$ cat config.mk
export PLATFORM = sky130hd
export DESIGN_NAME = sevenseg_decoder
export DESIGN_NICKNAME = d
export VERILOG_FILES = /design/src/rtl/sevenseg_decoder.sv
export SDC_FILE = /design/constraint.sdc
export NUM_CORES = 1
export LEC_CHECK = 0
export CAP_MARGIN = 40
export CORE_ASPECT_RATIO = 0.9
export CORE_UTILIZATION = 53
export CTS_CLUSTER_DIAMETER = 80
export CTS_CLUSTER_SIZE = 16
export DETAILED_ROUTE_END_ITERATION = 16
export GPL_TIMING_DRIVEN = 1
export PLACE_DENSITY = 0.92
export SYNTH_ARGS = -nofsm -noshare
export SYNTH_HDL_FRONTEND = slang
export SYNTH_SLANG_ARGS = --single-unit
$ cat constraint.sdc
create_clock -name clk -period 3.6 [get_ports clk]
set_clock_uncertainty 0.15 [all_clocks]
set_input_delay 0.72 -clock clk [delete_from_list [all_inputs] [get_ports clk]]
set_output_delay 0.72 -clock clk [all_outputs]
set_load 0.005 [all_outputs]
$ cat src/rtl/sevenseg_decoder.sv
// Recovers per-digit symbols from a multiplexed active-low seven-segment bus.
// Define SEVENSEG_DEC_HEX_EN to decode the A..F glyphs as hex digits 10..15.
module sevenseg_decoder #(
    parameter int NUM_DIGITS    = 6,
    parameter int STABLE_CYCLES = 4
) (
    input  logic                      clk,
    input  logic                      reset_n,
    input  logic [7:0]                seg_in,
    input  logic [NUM_DIGITS-1:0]     dig_sel_n,
    input  logic                      out_ready,
    input  logic                      clr_err,
    output logic                      out_valid,
    output logic [2:0]                out_digit,
    output logic [1:0]                out_kind,
    output logic [3:0]                out_value,
    output logic                      out_dp,
    output logic [4*NUM_DIGITS-1:0]   bank_value,
    output logic [2*NUM_DIGITS-1:0]   bank_kind,
    output logic                      err_ovf
);

    localparam int CW = $clog2(STABLE_CYCLES + 1);
    localparam int SW = NUM_DIGITS + 8;

    typedef enum logic [1:0] {
        K_DIGIT   = 2'd0,
        K_BLANK   = 2'd1,
        K_MINUS   = 2'd2,
        K_INVALID = 2'd3
    } kind_t;

    logic [SW-1:0]         samp;
    logic [CW-1:0]         cnt;
    logic                  done;
    logic [3:0]            val_q  [NUM_DIGITS];
    logic [1:0]            kind_q [NUM_DIGITS];
    logic                  dp_q   [NUM_DIGITS];

    logic                  changed;
    logic [NUM_DIGITS-1:0] sel;
    logic                  one_hot;
    logic [2:0]            idx;
    logic                  accept;
    logic [1:0]            dk;
    logic [3:0]            dv;
    logic                  ddp;
    logic [6:0]            prev;
    logic                  ev;

    function automatic logic [5:0] decode(input logic [6:0] p);
        logic [5:0] r;
        r = {K_INVALID, 4'd0};
        case (p)
            7'h40: r = {K_DIGIT, 4'd0};
            7'h79: r = {K_DIGIT, 4'd1};
            7'h24: r = {K_DIGIT, 4'd2};
            7'h30: r = {K_DIGIT, 4'd3};
            7'h19: r = {K_DIGIT, 4'd4};
            7'h12: r = {K_DIGIT, 4'd5};
            7'h02: r = {K_DIGIT, 4'd6};
            7'h78: r = {K_DIGIT, 4'd7};
            7'h00: r = {K_DIGIT, 4'd8};
            7'h10: r = {K_DIGIT, 4'd9};
            7'h7F: r = {K_BLANK, 4'd0};
            7'h3F: r = {K_MINUS, 4'd0};
`ifdef SEVENSEG_DEC_HEX_EN
            7'h08: r = {K_DIGIT, 4'd10};
            7'h03: r = {K_DIGIT, 4'd11};
            7'h46: r = {K_DIGIT, 4'd12};
            7'h21: r = {K_DIGIT, 4'd13};
            7'h06: r = {K_DIGIT, 4'd14};
            7'h0E: r = {K_DIGIT, 4'd15};
`else
            7'h08, 7'h03, 7'h46,
            7'h21, 7'h06, 7'h0E: r = {K_INVALID, 4'd0};
`endif
            default: r = {K_INVALID, 4'd0};
        endcase
        return r;
    endfunction

    always_comb begin
        changed = {dig_sel_n, seg_in} != samp;
        sel     = ~samp[SW-1:8];
        one_hot = (sel != '0) &&
                  ((sel & (sel - NUM_DIGITS'(1))) == '0);
        idx     = '0;
        prev    = '0;
        for (int i = 0; i < NUM_DIGITS; i++) begin
            if (sel[i]) begin
                idx  = 3'(i);
                prev = {kind_q[i], val_q[i], dp_q[i]};
            end
        end
        accept    = (cnt == CW'(STABLE_CYCLES)) && !done && one_hot;
        {dk, dv}  = decode(samp[6:0]);
        ddp       = ~samp[7];
        ev        = accept && ({dk, dv, ddp} != prev);
    end

    // Counter restarts at 1 on every sample change; done blocks re-firing.
    always_ff @(posedge clk or negedge reset_n) begin
        if (!reset_n) begin
            samp <= '1;
            cnt  <= '0;
            done <= 1'b0;
        end else begin
            samp <= {dig_sel_n, seg_in};
            if (changed) begin
                cnt  <= CW'(1);
                done <= 1'b0;
            end else begin
                if (cnt != CW'(STABLE_CYCLES))
                    cnt <= cnt + CW'(1);
                done <= (cnt == CW'(STABLE_CYCLES));
            end
        end
    end

    always_ff @(posedge clk or negedge reset_n) begin
        if (!reset_n) begin
            for (int i = 0; i < NUM_DIGITS; i++) begin
                val_q[i]  <= 4'd0;
                kind_q[i] <= K_BLANK;
                dp_q[i]   <= 1'b0;
            end
        end else begin
            for (int i = 0; i < NUM_DIGITS; i++) begin
                if (accept && sel[i]) begin
                    val_q[i]  <= dv;
                    kind_q[i] <= dk;
                    dp_q[i]   <= ddp;
                end
            end
        end
    end

    always_ff @(posedge clk or negedge reset_n) begin
        if (!reset_n) begin
            out_valid <= 1'b0;
            out_digit <= 3'd0;
            out_kind  <= 2'd0;
            out_value <= 4'd0;
            out_dp    <= 1'b0;
            err_ovf   <= 1'b0;
        end else begin
            if (out_valid && !out_ready) begin
                if (ev)
                    err_ovf <= 1'b1;
                else if (clr_err)
                    err_ovf <= 1'b0;
            end else begin
                out_valid <= ev;
                if (ev) begin
                    out_digit <= idx;
                    out_kind  <= dk;
                    out_value <= dv;
                    out_dp    <= ddp;
                end
                if (clr_err)
                    err_ovf <= 1'b0;
            end
        end
    end

    for (genvar g = 0; g < NUM_DIGITS; g++) begin : g_bank
        assign bank_value[4*g +: 4] = val_q[g];
        assign bank_kind[2*g +: 2]  = kind_q[g];
    end

endmodule

Yosys cells after proc, flatten, opt, wreduce, memory -nomap -nowiden
Index checks and enable logic that the tools add are counted.
Word-level totals
  output and inout bits: 48
  input bits: 18
  flip-flop bits (word level): 72
Cells by class
  bitwise gates (word level): 4
  muxes and demuxes: 18
  $add $sub $neg: 2
  reduce and logical (&&, ||, !) cells: 18
  equal/unequal tests: 15
Operator list (count)
  $pmux W6 S12: 1
  $mux W7: 6
  $eq A7 B7 Y1 const B: 4
  $eq A7 B5 Y1 const B: 3
  $eq A7 B6 Y1 const B: 3
  $mux W3: 5
  $ne A14 B14 Y1: 1
  $logic_and A1 B1 Y1: 11
  $eq A7 B2 Y1 const B: 1
  $logic_not A7 Y1: 1
  $ne A7 B7 Y1: 1
  $and A6 B6 Y6: 1
  $logic_not A6 Y1: 1
  $not A6 Y6: 1
  $reduce_bool A6 Y1: 1
  $sub A6 B1 Y6 const B: 1
  $mux W1: 5
  $add A3 B1 Y3 const B: 1
  $eq A3 B3 Y1 const B: 1
  $ne A3 B3 Y1 const B: 1
  $logic_not A1 Y1: 2
  $mux W2: 1
  $not A1 Y1: 2
  $reduce_and A2 Y1: 1
  $reduce_bool A2 Y1: 1

Longest topological paths before layout
  depth after elaboration: 11
  mapped depth: 11
  depth with buffers taken out: 8

Worst setup path after synthesis
OpenSTA, ideal clock, no wires.
  path kind: flip-flop to flip-flop
  from: reg samp[1]
  to: reg out_digit[0]
  path buffers: 2
  library setup time: 0.125 ns
  cell stages (with the launch flop): 11
  data required time: 3.325 ns
  arrival time: 2.638 ns
  setup slack: 0.687 ns
  cells stage by stage: dfstp_2 buf_2 or3b_1 a2111oi_0 nor4_1 nand2b_1 o211ai_1 a2111o_1 o21a_1 buf_6 mux2_4
Between the ends
  cells in the longest elaborated chain, start to end: 5
  elaborated cells on any way between the ends: 16
  classes of those cells: eq/ne: 12; mux: 1; reduce/logical: 3
RTL lines
  start, declared: line 33  | logic [SW-1:0] samp;
  start signal, assigned: line 109  | samp <= {dig_sel_n, seg_in};
  $eq A7 B6 Y1 (tied with other cells): line 54  | case (p)
  $pmux W6 S12 *: line 54
  $ne A7 B7 Y1 *: line 99  | ev = accept && ({dk, dv, ddp} != prev);
  $logic_and A1 B1 Y1 *: line 99
  $reduce_and A2 Y1 (no line) *
  end signal, assigned: line 156  | out_digit <= idx;
  end, declared: line 14  | output logic [2:0] out_digit,
Mark *: on every way between the ends. The rest lies on a longest branch, timed or not.
A chain may end at the register's enable or synchronous reset.

Final worst setup path
  from: reg samp[6]
  to: reg out_value[0]
Between the ends
  cells in the longest elaborated chain, start to end: 5
  elaborated cells on any way between the ends: 16
  classes of those cells: eq/ne: 12; mux: 1; reduce/logical: 3
RTL lines
  $eq A7 B6 Y1 (tied with other cells): line 54
  $pmux W6 S12 *: line 54
  $ne A7 B7 Y1: line 99
  $logic_and A1 B1 Y1: line 99
  $reduce_and A2 Y1 (no line)
  end signal, assigned: line 158  | out_value <= dv;
  end, declared: line 16  | output logic [3:0] out_value,
Marks and branches as above.

==> impl_metrics.yaml <==
status:
  status: "complete, no violations"
pwr:
  p_clk_frac: 0.451
  ir_drop_mv: 0.358
  p_int_uw: 1360
  pwr-share-comb: 0.066
  power.density_nw_per_um2: 383
  switching_share: 0.233
  p_sw_uw: 413
  leakagePower_uw: 0.00199
  p_seq_frac: 0.483
clock_network:
  cts_resized: 0
  clockBufferDepth: 2
  root_buffer: "clkbuf_8"
  cts_hold_buffers: 0
  path_clk_slew_ns: 0.08
  cts_tree: "done"
  cts_buffers: 9
  cts.sinks: 72
  cts_setup_buffers: 0
  worstSkewPairLatency_ns: 0.36
  h-tree-depth: 3
timing:
  timing.final.crit_period_ns: 3.35
  relSlewSlack: 0.613
  hold_viol: 0
  period_share: 0.929
  fin_tns_setup_ns: 0
  fin_ws_ns: 0.255
  fmax_mhz: 299
  holdWs_ns: 0.201
  finalSetupViolCount: 0
  tightestPinTransition_ns: 0.566
  final_max_slew_viol_count: 0
  rsz0062_at_grt: "no"
route:
  ant_nets: 0
  drt_iter0_markers: 218
  vias: 2926
  drc: 0
  drt-vias-per-instance: 6.03
  drtPass1Iterations: 5
  routedWlPerCell_um: 19.6
  routed_wl_um: 9520
place:
  dp_worst_setup_slack_ns: 0.310
  port_buffers: 65
  dp_hpwl_um: 6320
  gp_congestion: 0.900
grt:
  grt_max_degree: 46
  grt.busiest_layer: "met2"
  grt_antenna_before_repair: 0
  grtUsageMet3: 0.0824
  grt_pass1_vias: 2956
  grt_usage: 0.277
  grtUsageMet1: 0.333
  grt_pass1_wl_um: 15100
  grt_util_met2: 0.448
  overflow: 0
critical_path:
  worstPathArrival_ns: 3.42
  ff2ff_setup_slack_ns: 0.25
  cp.buffers_inverters: 1
  crit_chain: "nand3b_1, or4_4, o311ai_1, buf_4, nor2b_1, a221oi_1, nand4_1, o21a_1, mux2_4"
  r2r-end: "out_value[0]"
  cp.depth: 9
  criticalPathCategory: "flop to flop"
  critPathLaunchType: "flop"
  timing.rr.start: "samp[6]"
  worstSetupStartpoint: "samp[6]"
  cp_slowest_stage_delay_ns: 0.74
  worstPathRequired_ns: 3.68
  crit_end: "out_value[0]"
  end_kind: "flop"
  critPathSlowestCell: "dfstp_2"
  crit_family: "simple AND/OR/NAND/NOR gates"
  critPathMaxFanout: 16
  r2r_cells: 9
synthesis:
  synth_top_family_by_area: "simple AND/OR/NAND/NOR gates"
  ys_warn_count: 0
  synth_mux_area_frac: 0.149
  yosys.area.top_type: "dfrtp_1"
  netlist.area_leader.share: 0.352
  synthesis.area_sq_um: 3690
  synth_commonest_cells: "dfrtp_1 (52), mux2_2 (36), dfstp_2 (20)"
  synth_area_leaders: "dfrtp_1 (35%), dfstp_2 (14%), mux2_2 (11%), mux2_4 (3.7%), xor2_1 (2.8%)"
  syn_nets: 354
  yosys.cell_types.count: 49
  synthXorXnorAreaFrac: 0.0451
  synth-simple-area-share: 0.164
  synthArstFlopShare: 1.00
  synthFlopType: "dfrtp_1"
  synthCells: 334
  synth_adder_area_share: 0.00678
  synth_compound_area_frac: 0.0982
  avgSynthCellArea_sq_um: 11.1
  synth-seq-cells: 72
  ys_seq_area_frac: 0.495
  synth_most_common_cell: "dfrtp_1"
  synth-edff-count: 0
flow_run:
  maxCapViolations: 0
worst_hold_path:
  min-delay-path-class: "primary input to async pin"
floorplan:
  start_util: 0.555
  dieHeight_um: 81.2
  core_area_sq_um: 6660
  die_area_sq_um: 7310
  pin_count: 66
  die_x_um: 90.0
  rows: 28
finish:
  layout-drive-gt1-share: 0.243
  diodes: 0
  fin_nets: 410
  area_growth_pct: 25.5
  fin_util: 0.696
## registers in the layout, summed over array words and instances (netlist names)
name / cells
done: 1
out_dp: 1
bank_value: 24
samp: 14
cnt: 3
out_digit: 3
out_value: 4
out_kind: 2
out_valid: 1
dp_q: 6
err_ovf: 1
bank_kind: 12
## layer usage
layer,vias to the layer above,wire length (um)
li1,1285,-
met1,1429,3880
met2,176,4440
met3,36,843
met4,0,354
met5,-,0
## how the worst min path moves through the flow
| stage | to | slack (ns) | cells after the start | startpoint |
|---|---|---|---|---|
| finish | bank_kind[9] | 0.20 | 2 | reset_n |
| floorplan | bank_kind[11] | 0.27 | 0 | reset_n |
| detailed placement | dp_q[5] | 0.31 | 2 | dp_q[5] |
| global route | bank_kind[9] | 0.22 | 2 | reset_n |
| CTS | bank_kind[9] | 0.20 | 2 | reset_n |
| global placement | dp_q[2] | 0.30 | 2 | dp_q[2] |
## placed cells by master, fill, tap and decap left out, drive strengths merged, types with 3 or more instances in the layout
master         count
o21ai             13
or2                4
clkdlybuf4s50     64
nor3               9
dfrtp             52
xnor2              7
mux2              45
buf                7
nor2b              7
nor2              17
nand2             18
xor2              12
o22ai              5
nand4              4
nand3              8
or4                3
clkbuf            10
a211oi             3
and3b              3
a21oi             10
nor4               5
dfstp             20
a31oi              5
bufinv             3
inv                9
nand3b            10
nand2b            15
## power groups by stage
stage          registers (uW)  logic [uW]  clock network, uW
2_1_floorplan             842        80.3                  0
3_3_place_gp              868         109                  0
3_5_place_dp              869         116                  0
4_1_cts                   855         117                812
5_1_grt                   859         127                845
6_report                  857         117                800
## layout make-up
cell class                      instances  area, sq um
Fill cell                             489         2020
Sequential cell                        72         1830
Multi-Input combinational cell        228         1710
Timing Repair Buffer                   71          701
Clock buffer                           10          138
Clock inverter                          6          115
Tap cell                               90          113
Inverter                                8         30.0
## through the flow
stage	std cells	power, uW	cell area [sq um]
floorplan	334	923	3690
global placement	467	977	4360
detailed placement	469	985	4380
CTS	485	1780	4630
global route	485	1830	4630
finish	485	1770	4630
## logic make-up (layout without fill, tap and decap cells)
| logic type | count (synthesis) | in the layout |
|---|---|---|
| AOI/OAI and AO/OA | 53 | 53 |
| DFF | 72 | 72 |
| buffers and inverters | 34 | 95 |
| muxes | 46 | 46 |
| and+or+nand+nor | 108 | 108 |
| xor gates and xnor gates | 19 | 19 |
| adders and majority gates | 2 | 2 |
No activity file was read; power rests on OpenSTA's default activity.
